<file path="src/rtl/module_bpu_gshare.sv">
// Branch prediction unit: direct-mapped BTB plus gshare PHT of 2-bit counters.
// Same-cycle fetch lookup, one resolved update per cycle from execute.
module module_bpu_gshare #(
    parameter int unsigned XLEN         = 32,
    parameter int unsigned BTB_IDX_BITS = 4,
    parameter int unsigned PHT_IDX_BITS = 6,
    parameter int unsigned GHR_BITS     = 4,
    parameter int unsigned CNT_BITS     = 32
) (
    input  logic                    clk_i,
    input  logic                    rst_i,
    input  logic                    enable_i,
    input  logic [XLEN-1:0]         pc_f_i,
    output logic                    predict_taken_f_o,
    output logic [XLEN-1:0]         target_f_o,
    output logic [PHT_IDX_BITS-1:0] pht_idx_f_o,
    input  logic                    upd_valid_e_i,
    input  logic [XLEN-1:0]         upd_pc_e_i,
    input  logic                    upd_jump_e_i,
    input  logic                    upd_taken_e_i,
    input  logic [XLEN-1:0]         upd_target_e_i,
    input  logic [PHT_IDX_BITS-1:0] pht_idx_e_i,
    input  logic                    mispredict_e_i,
    input  logic                    flush_i,
    output logic [CNT_BITS-1:0]     branch_cnt_o,
    output logic [CNT_BITS-1:0]     mispredict_cnt_o
);

    localparam int unsigned BTB_N = 1 << BTB_IDX_BITS;
    localparam int unsigned PHT_N = 1 << PHT_IDX_BITS;
    localparam int unsigned TAG_W = XLEN - BTB_IDX_BITS - 2;

    logic [BTB_N-1:0]        btb_valid;
    logic [TAG_W-1:0]        btb_tag    [BTB_N];
    logic [XLEN-1:0]         btb_target [BTB_N];
    logic [BTB_N-1:0]        btb_jump;
    logic [1:0]              pht        [PHT_N];
    logic [PHT_IDX_BITS-1:0] ghr_ext;

    logic [BTB_IDX_BITS-1:0] btb_idx_f;
    logic [BTB_IDX_BITS-1:0] btb_idx_e;
    logic                    btb_hit_f;
    logic                    upd_branch;
    logic                    unused_pc_bits;

    assign unused_pc_bits = ^{pc_f_i[1:0], upd_pc_e_i[1:0]};

    assign upd_branch = upd_valid_e_i & ~upd_jump_e_i;

    // History is committed only at resolution; bimodal when GHR_BITS is zero.
    if (GHR_BITS > 0) begin : g_ghr
        logic [GHR_BITS-1:0] ghr;

        always_ff @(posedge clk_i or negedge rst_i) begin
            if (!rst_i) begin
                ghr <= '0;
            end else if (upd_branch) begin
                ghr <= GHR_BITS'({ghr, upd_taken_e_i});
            end
        end

        if (GHR_BITS == PHT_IDX_BITS) begin : g_full
            assign ghr_ext = ghr;
        end else begin : g_pad
            assign ghr_ext = {{(PHT_IDX_BITS - GHR_BITS){1'b0}}, ghr};
        end
    end else begin : g_bimodal
        assign ghr_ext = '0;
    end

    // Fetch lookup
    always_comb begin
        btb_idx_f   = pc_f_i[BTB_IDX_BITS+1:2];
        pht_idx_f_o = pc_f_i[PHT_IDX_BITS+1:2] ^ ghr_ext;
        btb_hit_f   = btb_valid[btb_idx_f] &&
                      (btb_tag[btb_idx_f] == pc_f_i[XLEN-1:BTB_IDX_BITS+2]);
        predict_taken_f_o = enable_i & btb_hit_f &
                            (btb_jump[btb_idx_f] | pht[pht_idx_f_o][1]);
        target_f_o  = btb_hit_f ? btb_target[btb_idx_f] : '0;
    end

    assign btb_idx_e = upd_pc_e_i[BTB_IDX_BITS+1:2];

    // Valid bits carry the reset and flush; flush overrides a same-cycle write.
    always_ff @(posedge clk_i or negedge rst_i) begin
        if (!rst_i) begin
            btb_valid <= '0;
        end else begin
            if (upd_valid_e_i && upd_taken_e_i) begin
                btb_valid[btb_idx_e] <= 1'b1;
            end
            if (flush_i) begin
                btb_valid <= '0;
            end
        end
    end

    // Entry payload is only observed through a set valid bit, so it needs no reset.
    always_ff @(posedge clk_i) begin
        if (upd_valid_e_i && upd_taken_e_i) begin
            btb_tag[btb_idx_e]    <= upd_pc_e_i[XLEN-1:BTB_IDX_BITS+2];
            btb_target[btb_idx_e] <= upd_target_e_i;
            btb_jump[btb_idx_e]   <= upd_jump_e_i;
        end
    end

    always_ff @(posedge clk_i or negedge rst_i) begin
        if (!rst_i) begin
            for (int unsigned i = 0; i < PHT_N; i++) begin
                pht[i] <= 2'b01;
            end
        end else if (upd_branch) begin
            if (upd_taken_e_i) begin
                if (pht[pht_idx_e_i] != 2'b11) begin
                    pht[pht_idx_e_i] <= pht[pht_idx_e_i] + 2'd1;
                end
            end else if (pht[pht_idx_e_i] != 2'b00) begin
                pht[pht_idx_e_i] <= pht[pht_idx_e_i] - 2'd1;
            end
        end
    end

    always_ff @(posedge clk_i or negedge rst_i) begin
        if (!rst_i) begin
            branch_cnt_o     <= '0;
            mispredict_cnt_o <= '0;
        end else if (upd_valid_e_i) begin
            if (branch_cnt_o != '1) begin
                branch_cnt_o <= branch_cnt_o + 1'b1;
            end
            if (mispredict_e_i && (mispredict_cnt_o != '1)) begin
                mispredict_cnt_o <= mispredict_cnt_o + 1'b1;
            end
        end
    end

endmodule

</file>
<file path="config.mk">
export PLATFORM = sky130hd
export DESIGN_NAME = module_bpu_gshare
export DESIGN_NICKNAME = d
export VERILOG_FILES = /design/src/rtl/module_bpu_gshare.sv
export SDC_FILE = /design/constraint.sdc
export NUM_CORES = 1
export LEC_CHECK = 0
export CELL_PAD_IN_SITES_DETAIL_PLACEMENT = 0
export CELL_PAD_IN_SITES_GLOBAL_PLACEMENT = 2
export CORE_MARGIN = 3
export CORE_UTILIZATION = 35
export DETAILED_ROUTE_END_ITERATION = 8
export PLACE_DENSITY = 0.62
export SYNTH_ARGS = -nofsm -noshare
export SYNTH_HDL_FRONTEND = slang
export SYNTH_SLANG_ARGS = --single-unit
</file>
<file path="constraint.sdc">
create_clock -name clk_i -period 6.4 [get_ports clk_i]
set_clock_uncertainty 0.05 [all_clocks]
set_input_delay 1.92 -clock clk_i [delete_from_list [all_inputs] [get_ports clk_i]]
set_output_delay 1.92 -clock clk_i [all_outputs]
set_load 0.05 [all_outputs]
</file>
Word level (Yosys, flattened, before mapping). Memory sizes are Yosys's and may differ from the RTL's. Cells that the tools add are included.

Register bits after elaboration: 228. Memories: 2. Bits in writable memories: 928. Output and inout bits: 103. Logic and storage cells: 131.

Bitwise logic cells: 9. Equal/unequal tests: 5. $add $sub $neg: 4. Reduce and logical (&&, ||, !) cells: 11. $lt $le $gt $ge: 6. Multiplexer cells: 25.

Memories: btb_target (words 16, bits a word 32, rd ports 1, clocked after memory_dff 0, wr ports 1, RTL line 35) `logic [XLEN-1:0] btb_target [BTB_N];`; btb_tag (words 16, bits a word 26, rd ports 1, clocked after memory_dff 0, wr ports 1, RTL line 34) `logic [TAG_W-1:0] btb_tag [BTB_N];`.

Operator list (number): 128-bit two-way mux (3); 128-bit bitwise mux (2); 32-bit by 1-bit adder with 32-bit output, second input constant (2); 32-bit != test, second input constant (2); 16-bit two-way mux (2); 32-bit two-way mux (1); 26-bit equality test (1); 2-bit binary-select mux with 6-bit select (2); 16-bit bitwise mux (1); 16-bit OR (1); 7-bit >= comparator, second input constant (2); 6-bit NOT with 7-bit output (2); 2-bit demux with 6-bit select (1); 4-bit by 5-bit < comparator with 1-bit output, second input constant (2); 2-bit two-way mux (5); 1-bit binary-select mux with 4-bit select (2); 7-bit by 1-bit < comparator with 1-bit output, second input constant (1); 2-bit nonzero test (3); 6-bit by 4-bit bitwise XOR with 6-bit output (1); 1-bit logical AND (5); 1-bit two-way mux (5); 1-bit demux with 4-bit select (1); 4-bit by 1-bit >= comparator with 1-bit output, second input constant (1); 2-bit AND reduction (2); 8 further kinds (10).

Depth between registers and ports, before layout.
Depth after elaboration: 8. Mapped depth: 17. Mapped depth without buffers: 14.

Least setup slack after synthesis. Ideal clock, no wire load.

Path type: input port to output port. Start: input pc_f_i[2]. End: output target_f_o[1]. Arrival: 5716 ps. Slack: -1286 ps. Data required time: 4430 ps. Stages: 13. Cells stage by stage: buf_2 > buf_6 > buf_6 > buf_4 > buf_2 > buf_2 > mux2i_1 > xor2_1 > nand2_1 > a22oi_1 > nand2_1 > buf_2 > nor4b_1.

Longest elaborated chain between the ends: 4.

RTL lines: start: declaration (RTL line 13) `input logic [XLEN-1:0] pc_f_i,`; memory read 16 x 26 bit or 1-bit binary-select mux with 4-bit select (tied branches); 26-bit equality test or 1-bit two-way mux (tied branches) (RTL line 76, 75); 1-bit logical AND (RTL line 75) `btb_hit_f = btb_valid[btb_idx_f] &&`; 32-bit two-way mux (*) (RTL line 79) `target_f_o = btb_hit_f ? btb_target[btb_idx_f] : '0;`; end: declaration (RTL line 15) `output logic [XLEN-1:0] target_f_o,`.

Every way passes the cells marked *; elsewhere a longest branch is shown, timed or not. The select of a mux whose other input is x is not followed.

Worst setup path in the final report.
Start: input pc_f_i[2]. End: output target_f_o[2].

The elaborated chain is that of the path after synthesis.

==> results.cfg <==
[status]
status = finished with violations
violations = setup timing

[worst_setup_path]
cpPeakStageDelay_ns = 0.51
required_ns = 4.43
slowest_stage = mux4_2
cp.arrival_ns = 4.91
cp_cell_sequence = buf_16, buf_8, mux4_2, mux4_2, xnor2_2, o21ai_2, nor4_4, buf_4, nand2_8, buf_16, nor4b_4, buf_12
start_kind = input port
crit_type = input port to output pin
cp_top_family = multiplexers
cp-end-kind = output pin
cp-startpoint = pc_f_i[2]
worst-path-buf-inv = 5
cp_max_fo = 8

[power_and_ir_drop]
p_leak_nw = 19.9
powerDensity_nw_per_um2 = 303
power_mw = 17.6
vdd.ir_drop.worst_v = 0.000244

[global_route]
grtUsageTotal_pct = 18.5
grt_pass1_wl_mm = 184
grt_pass1_vias = 26800
antenna_found_initial = 16
grt_max_degree = 114
grt_overflow = 0

[logic_synthesis]
ys.flop_type = edfxtp_1
synth_edf_count = 944
synth_warnings = 0
syn-num-nets = 2582
yosys_register_bits = 1156
synth_area_per_cell_um2 = 19.0
postSynth.asyncResetShare_pct = 18.3
syn_area_um2 = 46800
yosysSeqAreaShare_pct = 72.1
synth_cell_type_count = 63
synth_cells = 2468

[floorplanning]
die_w_um = 372
die_h_um = 372
io_pins = 213
initial_utilization_pct = 35.4
dieArea_um2 = 138000
placementRows = 133
core_um2 = 132000

[sta]
worstMarginPinSlew_ns = 1.00
slew_viol_final = 0
hold_viol = 0
slew_headroom_pct = 33.3
final.period_utilization_pct = 108
finalCriticalPeriod_ns = 6.88
finalSetupViolCount = 33
setup_ws_ns = -0.484
rsz0062_at_grt = true
whs_ns = 0.446
max_clock_freq_mhz = 145

[drt]
routed_wl_mm = 128
wl_per_cell_um = 26.9
vias_per_cell = 5.27
ant_nets = 0
first_pass_iters = 5
post-route-drc-count = 0
num_vias = 25100
drt_iter0_drc = 2001

[worst_hold_path]
min_path_type = flip-flop to flip-flop
min_from = btb_valid[9]

[job]
drv_cap = 0

[place]
gp_congestion = 0.786
port_buffers = 208
dp_slack_ns = -0.683
place_hpwl_mm = 73.4

[clock_network]
cts_root_buf = clkbuf_16
cts_buffers = 132
postCtsHoldBufs = 0
cts.sinks = 1156
clkTransAtPathRegs_ns = 0.05
clockBufferDepth = 3
cts_tree = yes
cts.htree.levels = 4
clock_latency_ns = 0.76

[finish]
finish.utilization_pct = 43.9
drive_above_1_share_pct = 31.6
fin_nets = 3011
syn_to_final_growth_pct = 23.9
metrics by stage:
stage / instances / instance area (um2) / setup TNS, ns
6_report: 4761 / 58000 / -13.84
4_1_cts: 4744 / 57700 / -16.71
3_3_place_gp: 4503 / 53300 / -18.29
2_1_floorplan: 2468 / 47300 / -7.86
5_1_grt: 4756 / 58000 / -17.70
3_5_place_dp: 4503 / 53300 / -18.30
final timing paths:
path	cells past startpoint	slack, ns	endpoint
hold / removal	2	0.45	btb_valid[9]
setup reg to reg	11	3.03	flip-flop
max in group asynchronous	2	3.90	branch_cnt_o[21]
min in group asynchronous	1	1.27	pht[65]
setup / recovery	12	-0.48	target_f_o[2]
hold reg to reg	2	0.45	btb_valid[9]
logic make-up after synthesis:
group / share of synthesized area, %
simple gates: 5.21
compound gates: 2.88
xor+xnor: 1.82
buf+inv: 1.41
fa+ha+maj: 0.107
flops: 72.1
mux: 16.5
timing repair:
action / in CTS / in global routing
endpoints found under the setup margin: 33 / 33
gates resized for setup: 16 / 30
setup buffers: 6 / 4
gates cloned: 1 / 5
pin swaps: 18 / 14
sequential cells by signal (all words and copies together), names as in the netlist, named ones only:
name              count
branch_cnt_o         32
btb_jump             16
btb_tag             416
btb_target          512
btb_valid            16
g_ghr.ghr             4
mispredict_cnt_o     32
pht                  64
synth_stat cells, drive strengths merged, types with 10 or more instances:
master  number  share of area (%)
nand3       38               0.41
mux2i       56                1.2
nor4b       31               0.95
clkbuf      55               0.44
or4         10               0.16
edfxtp     944                 61
dfrtp      148                7.9
nand4       27               0.37
o22ai       38               0.51
mux2        92                2.2
nand2      177                1.4
a22oi       50               0.80
mux4       272                 13
nor4        15               0.24
nor2        74               0.59
inv         19               0.15
buf         64               0.82
dfstp       64                3.6
xor2        40               0.75
xnor2       57                1.1
o21ai       69               0.74
nor3        18               0.19
cell usage in the layout (no fill, tap or decap), types with 8 or more instances in the layout:
cell type        count
edfxtp_1           944
mux4_2             272
nand2_1            176
clkdlybuf4s50_1    166
buf_4              154
dfrtp_1            148
clkbuf_16          140
mux2_2              92
buf_12              69
o21ai_0             67
dfstp_2             64
nor2_1              61
xnor2_1             55
a22oi_1             49
mux2i_1             47
nand3_1             38
o22ai_1             38
xor2_1              37
nor4b_4             31
clkinv_1            29
clkbuf_1            27
nand4_1             26
inv_1               18
nor3_1              13
nor2_4              12
nor4_1              11
clkinv_2            11
bufinv_16           11
or4_1               10
and3_1               9
mux2i_2              9
clkbuf_8             9
buf_6                9
diode_2              8
a21oi_1              8
routing by layer:
| layer | wire, um | part of all wire, % | GRT usage (%) |
|---|---|---|---|
| met2 | 62500 | 49 | 29.8 |
| met5 | 55 | 0.043 | 0 |
| met4 | 2280 | 1.8 | 4.43 |
| met3 | 7580 | 5.9 | 4.68 |
| met1 | 55500 | 43 | 25.1 |
where the power goes:
part | internal (mW) | total [mW] | switching [mW]
Sequential | 8.38 | 8.52 | 0.144
Combinational | 0.704 | 1.64 | 0.932
Clock | 4.42 | 7.40 | 2.97
Total | 13.5 | 17.6 | 4.05
worst reg2reg max path, cell delays in order (launching register included):
cell and delay, ns:
dfstp_2 0.53, o22ai_1 0.09, or4_1 0.58, a22oi_1 0.28, nand4_1 0.19, ha_1 0.24
mux2i_1 0.12, nand2_1 0.24, nor2_1 0.31, buf_4 0.25, nand2_1 0.13, mux2_2 0.29
layout make-up:
type                            instances  area, um2
Antenna cell                            8       20.0
Clock buffer                          171       3610
Clock inverter                         64        643
Fill cell                           11500      74100
Inverter                               19       73.8
Multi-Input combinational cell       1174      13100
Sequential cell                      1156      33700
Tap cell                             1755       2200
Timing Repair Buffer                  414       4660
Power figures use the tool's default switching activity.
